--- config.mk ---
export PLATFORM = sky130hd
export DESIGN_NAME = serial_add_sub_seq
export DESIGN_NICKNAME = d
export VERILOG_FILES = /design/src/rtl/serial_add_pkg.sv /design/src/rtl/singlebit_full_adder.sv /design/src/rtl/serial_add_sub_seq.sv
export SDC_FILE = /design/constraint.sdc
export NUM_CORES = 1
export LEC_CHECK = 0
export CORE_MARGIN = 1.5
export CORE_UTILIZATION = 36
export CTS_CLUSTER_SIZE = 25
export DETAILED_ROUTE_END_ITERATION = 6
export SYNTH_ARGS = -nofsm -noshare
export SYNTH_HDL_FRONTEND = slang
export SYNTH_SLANG_ARGS = --single-unit
--- constraint.sdc ---
create_clock -name clk -period 2 [get_ports clk]
set_clock_uncertainty 0.15 [all_clocks]
set_input_delay 0.4 -clock clk [delete_from_list [all_inputs] [get_ports clk]]
set_output_delay 0.4 -clock clk [all_outputs]
set_load 0.005 [all_outputs]
--- src/rtl/serial_add_pkg.sv ---
// Shared types and helpers for the bit-serial adder/subtractor.
package serial_add_pkg;

  typedef enum logic [1:0] {
    S_IDLE = 2'd0,
    S_RUN  = 2'd1,
    S_DONE = 2'd2
  } state_t;

  // Bits needed to count 0..value-1; never less than one bit.
  function automatic int clog2(input int value);
    int r;
    int v;
    r = 0;
    v = value - 1;
    while (v > 0) begin
      r++;
      v = v >> 1;
    end
    return (r < 1) ? 1 : r;
  endfunction

endpackage

--- src/rtl/singlebit_full_adder.sv ---
// One-bit full-adder cell; the serial datapath reuses it once per clock.
module singlebit_full_adder (
  input  logic a,
  input  logic b,
  input  logic carry_in,
  output logic sum,
  output logic carry_out
);

  assign sum       = a ^ b ^ carry_in;
  assign carry_out = (a & b) | (carry_in & (a ^ b));

endmodule

--- src/rtl/serial_add_sub_seq.sv ---
// Bit-serial WIDTH-bit add/sub, LSB first, one bit per clock through a single full-adder cell.
// Optional zero-result flag output enabled by defining SERIAL_ADD_ZERO_FLAG_EN.
module serial_add_sub_seq
  import serial_add_pkg::*;
#(
  parameter int WIDTH = 32
) (
  input  logic             clk,
  input  logic             rst,
  input  logic             start,
  input  logic             sub,
  input  logic [WIDTH-1:0] a,
  input  logic [WIDTH-1:0] b,
  output logic             busy,
  output logic             done,
  output logic [WIDTH-1:0] sum,
  output logic             carry_out,
`ifdef SERIAL_ADD_ZERO_FLAG_EN
  output logic             zero,
`endif
  output logic             overflow
);

  localparam int CW = clog2(WIDTH);
  localparam logic [CW-1:0] LAST = CW'(WIDTH - 1);

  state_t           state_q;
  logic [WIDTH-1:0] a_q, b_q, sum_q;
  logic [WIDTH-1:0] sum_d;
  logic [CW-1:0]    cnt_q;
  logic             carry_q;
  logic             busy_q, done_q, cout_q, ovf_q;
  logic             cell_s, cell_c;
`ifdef SERIAL_ADD_ZERO_FLAG_EN
  logic             any_q, zero_q;
`endif

  singlebit_full_adder u_cell (
    .a         (a_q[0]),
    .b         (b_q[0]),
    .carry_in  (carry_q),
    .sum       (cell_s),
    .carry_out (cell_c)
  );

  assign sum_d = {cell_s, sum_q[WIDTH-1:1]};

  always_ff @(posedge clk) begin
    if (rst) begin
      state_q <= S_IDLE;
      a_q     <= '0;
      b_q     <= '0;
      sum_q   <= '0;
      cnt_q   <= '0;
      carry_q <= 1'b0;
      busy_q  <= 1'b0;
      done_q  <= 1'b0;
      cout_q  <= 1'b0;
      ovf_q   <= 1'b0;
`ifdef SERIAL_ADD_ZERO_FLAG_EN
      any_q   <= 1'b0;
      zero_q  <= 1'b0;
`endif
    end else begin
      done_q <= 1'b0;
      unique case (state_q)
        S_IDLE: begin
          if (start) begin
            a_q     <= a;
            b_q     <= sub ? ~b : b;
            carry_q <= sub;
            cnt_q   <= '0;
            sum_q   <= '0;
            busy_q  <= 1'b1;
`ifdef SERIAL_ADD_ZERO_FLAG_EN
            any_q   <= 1'b0;
`endif
            state_q <= S_RUN;
          end
        end
        S_RUN: begin
          sum_q   <= sum_d;
          a_q     <= a_q >> 1;
          b_q     <= b_q >> 1;
          carry_q <= cell_c;
          cnt_q   <= cnt_q + CW'(1);
`ifdef SERIAL_ADD_ZERO_FLAG_EN
          any_q   <= any_q | cell_s;
`endif
          if (cnt_q == LAST) begin
            // On the MSB step the carry flop already holds the carry into the MSB.
            cout_q  <= cell_c;
            ovf_q   <= carry_q ^ cell_c;
`ifdef SERIAL_ADD_ZERO_FLAG_EN
            zero_q  <= ~(any_q | cell_s);
`endif
            done_q  <= 1'b1;
            state_q <= S_DONE;
          end
        end
        S_DONE: begin
          busy_q  <= 1'b0;
          state_q <= S_IDLE;
        end
        default: begin
          busy_q  <= 1'b0;
          state_q <= S_IDLE;
        end
      endcase
    end
  end

  assign busy      = busy_q;
  assign done      = done_q;
  assign sum       = sum_q;
  assign carry_out = cout_q;
  assign overflow  = ovf_q;
`ifdef SERIAL_ADD_ZERO_FLAG_EN
  assign zero      = zero_q;
`endif

endmodule

# Word-level counts from Yosys, hierarchy flattened
# Index checks and enable logic that the tools add are counted.
[op_classes] n_mul=0 bitwise_logic=8 magnitude_cmp=0 reduce_logical=7 muxes=17 n_eq_ne=4 n_addsub=1 shifts=0 div_mod_pow=0
[op_table] cell="case mux 32 bit (2 select lines)" n=3
[op_table] cell="two-way mux 32 bit" n=4
[op_table] cell="inverter 32 bit" n=1
[op_table] cell="case mux 5 bit (2 select lines)" n=1
[op_table] cell="AND reduction 2 bit" n=4
[op_table] cell="adder 5 x 1 -> 5 bit (second input constant)" n=1
[op_table] cell="== test 5 bit (second input constant)" n=1
[op_table] cell="two-way mux 5 bit" n=1
[op_table] cell="two-way mux 2 bit" n=2
[op_table] cell="!= test 2 bit (second input constant)" n=2
[op_table] cell="case mux 1 bit (2 select lines)" n=2
[op_table] cell="case mux 2 bit (2 select lines)" n=1
[op_table] cell="two-way mux 1 bit" n=3
[op_table] cell="bitwise XOR 1 bit" n=3
[op_table] cell="AND 1 bit" n=2
[op_table] cell="== test 2 x 1 -> 1 bit (second input constant)" n=1
[op_table] cell="logical NOT 2 bit" n=1
[op_table] cell="nonzero test 2 bit" n=1
[op_table] cell="OR reduction 2 bit" n=1
[op_table] cell="inverter 1 bit" n=1
[op_table] cell="bitwise OR 1 bit" n=1
[totals] latchBits=0 word_cells=47 memories=0 mem_bits_rw=0 out_inout_bits=36 in_bits=68 rom_bits=0 ff_bits=108

# Longest topological paths before layout
[depth] word_depth=4 depth_mapped=6 mapped_depth_nobuf=6

# By module
# From an unflattened synthesis, not the netlist that was laid out.
[unflattened] hier_cells=485 area_unflattened_um2=4538.1
[modules_own_cells] mod="serial_add_sub_seq" instances=1 seq_area_each_um2=2162.1 cells_each=484 area_each_um2=4518.1
[modules_own_cells] mod="singlebit_full_adder" instances=1 seq_area_each_um2=0.0 cells_each=1 area_each_um2=20.0

# Worst setup path before layout
# No wires, ideal clock.
[synth_path] path_kind="register -> register" from="register carry_q" to="register carry_q" stages_incl_launch_ff=5 setup_ns=0.086 period_less_slack_ns=1.525 t_arrival_ns=1.288 n_path_buf=0 path_slack_ns=0.475 t_required_ns=1.764 cell_sequence="dfxtp_1 inv_1 fa_1 a22o_1 a221oi_2"
[synth_via] elab_chain_len=3
[synth_rtl] item="start: declaration" line_no="serial_add_sub_seq.sv:31" rtl="logic carry_q;"
[synth_rtl] item="start signal: assignment" line_no="serial_add_sub_seq.sv:71" rtl="carry_q <= sub;"
[synth_rtl] item="start signal: assignment" line_no="serial_add_sub_seq.sv:85" rtl="carry_q <= cell_c;"
[synth_rtl] item="AND 1 bit" line_no="singlebit_full_adder.sv:11" rtl="assign carry_out = (a & b) | (carry_in & (a ^ b));"
[synth_rtl] item="bitwise OR 1 bit" line_no="singlebit_full_adder.sv:11"
[synth_rtl] item="case mux 1 bit (2 select lines)" line_no="serial_add_sub_seq.sv:66" rtl="unique case (state_q)"
# Every way passes these cells.
# A chain may end at the register's enable or synchronous reset.

# Worst setup path after layout
[layout_path] from="register sum_q[21] (netlist: sum[21])" to="output sum[21]"
[layout_lines] item="start: declaration" line_no="serial_add_sub_seq.sv:28" rtl="logic [WIDTH-1:0] a_q, b_q, sum_q;"
[layout_lines] item="start signal: assignment" line_no="serial_add_sub_seq.sv:82" rtl="sum_q <= sum_d;"
[layout_lines] item="end: declaration" line_no="serial_add_sub_seq.sv:16" rtl="output logic [WIDTH-1:0] sum,"
# No word-level cell between the ends.

==> key figures <==
Global route
  – GRT Overall Usage: 0.162
  – First-pass GRT wire length: approximately 17 mm
  – Largest net degree at the start of global routing: 70
  – GRT overflow: 0
  – Antenna violations before repair: 0
  – Vias in the first global route: between 3000 and 4000

Setup path
  – Buf/Inv on CP: 1
  – Crit path launch type: flip-flop
  – CP required: roughly 1500 ps
  – CP max FO: 3
  – Slowest stage cell, crit path: clkdlybuf4s50_1
  – Ordered list of cells on the worst path: clkdlybuf4s50_1
  – Arrival time worst endpoint: 1240 ps
  – Reg2reg path depth: 5
  – WS Path Type: reg2out
  – Worst reg2reg startpoint: state_q[0]$_SDFFE_PP0P_
  – Delay-heaviest family, CP: buffers and inverters
  – CP max stage delay: 520 ps
  – RR Endpoint: a_q[9]$_SDFFE_PP0P_
  – Setup slack, reg-to-reg: 380 ps
  – CP endpoint kind: output port

Routing
  – Total Wirelength: approximately 11 mm
  – Antenna Violating Nets Remaining: 0
  – Residual DRC: 0
  – Total number of vias: 3867
  – Wire length per cell: 14.4 um
  – Pre-antenna DRT Iters: 5
  – DR iter-0 viols: 285
  – Via density: around 5.2

Yosys
  – Count leader, synth: dfxtp_1
  – Post-synthesis simple-gate area fraction: 0.100
  – Synthesized Nets: around 560
  – Ys Warns: 0
  – Sequential fraction of the synthesis area: 0.476
  – Synth cell types: 36
  – Post-synth EDFFs: 0
  – Synth Area in Adders: 0.00991
  – Cells after Synth: 486
  – Synth Register Bits: 108
  – Ys flop type: dfxtp_1
  – Avg Synthesized Cell Area: 9.36 um2
  – Post-synthesis cell type with the largest combined area: dfxtp_1
  – Compound-Gate Fraction of Synth Area: 0.285
  – Largest family of logic cells by synthesized area: compound AO/OA/AOI/OAI gates
  – Fraction of synthesized area in multiplexers: 0.00220
  – Commonest cells post-synth: dfxtp_1 (108), nor2_1 (97), a22oi_1 (66), o22ai_1 (35), xnor2_1 (32)
  – Synth top area share: 0.476
  – Synthesized cell area: 4550 um2
  – XOR/XNOR Fraction of Synth Area: 0.0636
  – Post-synth ARST share: 0
  – Top cells by area, synth: dfxtp_1 (48%), a22oi_1 (11%), nor2_1 (8.0%)

Job
  – Max Cap Viol: 0

Timing
  – Final setup vio count: 0
  – RSZ-0062 raised after global routing: false
  – Slew headroom: 0.699
  – Fmax: 560 MHz
  – Final hold slack: 278 ps
  – Worst-margin pin slew: between 400 and 500 ps
  – Max-slew violation count: 0
  – Fin. Hold Viols: 0
  – Tmin final: 1790 ps
  – Final worst slack: 215 ps
  – Period utilisation layout: 0.893

Clock network
  – H-Tree Level Count: 3
  – Hold_buf cts: 0
  – Later-pin clock latency in the skew report: 340 ps
  – Clock tree root buffer cell: clkbuf_16
  – Max Root-Sink Buffers: 2
  – TritonCTS clock tree: built
  – # resized after CTS: 0
  – Post-CTS setup repair buffer count: 0
  – Sink Count: 108
  – CTS Buf Count: 9
  – Clock-pin slew on the worst setup and hold paths: around 80 ps

Floorplanning
  – Num rows: 40
  – Core area: approximately 12000 um2
  – # IOs: ~100
  – Die H: 115 um
  – Die ar.: 13300 um2
  – Die width: 115 um
  – Initial Utilization: 0.374

Finish
  – Ratio of cells with drive above 1 in the final layout: 0.0750
  – # diodes: 0
  – Final net count: 639
  – Design area: 6090 um2
  – P&R area growth vs syn: 34.0%

Worst hold path
  – Hold crit path type: in2reg
  – Hold worst-path end: a_q[16]$_SDFFE_PP0P_
  – Hold path depth: 2
  – HP Start: rst

Placement
  – Pre-CTS setup slack: -9.46 ps
  – Detailed placement HPWL: 7.06 mm
  – DP Area: 5770 um2
  – Quantity of I/O buffers inserted on ports: 103
  – Gpl congestion: 0.743

Power and ir drop
  – Leakage: 2.12 nW
  – Sw Share: 0.253
  – Tot Pwr: ~4.9 mW
  – Sw Pwr: approximately 1.2 mW
  – Comb pwr share: 0.147
  – Clock power frac: 0.378
  – Flop pwr share: 0.475
  – Worst ir drop on vdd: 0.000472 V
  – Total power divided by cell area: 809 nW/um2
  – Design internal power: 3.68 mW

Run status
  – Status: complete, no violations
[logic make-up (layout without fill, tap and decap cells)]
family,after synthesis,in the layout
AOI/OAI and AO/OA,172,172
and+or+nand+nor,112,112
buffers and inverters,57,144
xor gates and xnor gates,33,33
DFF,108,108
adders and majority gates,3,3
muxes,1,1
[cell usage in the layout, fill, tap and decap left out, types with 3 or more instances in the layout]
master and instances:
dfxtp_1 108, clkdlybuf4s50_1 101, nor2_1 97, a22oi_1 66, o22ai_1 35, xnor2_1 32, a211oi_1 31, o2bb2ai_1 27
buf_4 12, clkbuf_16 9, buf_12 8, inv_1 6, nand2b_1 3, nand3_1 3, a21oi_1 3
[flip-flops by register name (all words and copies together), names as in the netlist]
signal	cells
a_q	32
b_q	32
sum	32
cnt_q	5
state_q	2
busy	1
carry_out	1
carry_q	1
done	1
overflow	1
[area by class of cell]
cell class	count	area [um2]
fill	1141	6070
sequential	108	2160
multi-input combinational	321	2110
timing repair buffer	122	1270
clock buffer	10	239
tap	168	210
clock inverter	6	77.6
inverter	6	22.5
[power groups by stage]
stage	clock network, mW	registers [mW]	logic [mW]
3_3_place_gp	0	2.39	0.717
3_5_place_dp	0	2.39	0.731
5_1_grt	2.01	2.36	0.797
4_1_cts	1.92	2.34	0.735
2_1_floorplan	0	2.38	0.466
6_report	1.86	2.34	0.726
[per-layer routing]
metal,routed length [um],part of all wire,track usage,vias to the layer above
li1,-,-,-,1938
met5,0,0,0,-
met1,5040,0.47,0.211,1837
met3,519,0.049,0.0380,7
met4,70,0.0066,0.0510,0
met2,5020,0.47,0.267,85
[stage by stage]
stage,setup TNS [ps],util,instances
floorplan,0,-,486
global placement,0,0.475,725
detailed placement,-10.5,0.475,725
CTS,0,0.501,741
global route,0,0.501,741
finish,0,0.501,741
[how the worst max path moves through the flow]
| stage | start | to | slack [ps] | depth (start not counted) |
|---|---|---|---|---|
| after floorplan | carry_q$_SDFFE_PP0P_ | carry_q$_SDFFE_PP0P_ | 480 | 4 |
| after global placement | start | a_q[25]$_SDFFE_PP0P_ | 40 | 4 |
| after detailed placement | start | b_q[27]$_SDFFE_PP0P_ | -9 | 5 |
| after CTS | sum[31]$_SDFFE_PP0P_ | sum[31] | 190 | 1 |
| after global routing | sum[31]$_SDFFE_PP0P_ | sum[31] | 150 | 1 |
| final | sum[21]$_SDFFE_PP0P_ | sum[21] | 210 | 1 |
Note: power is estimated with default switching activity, not from simulation.
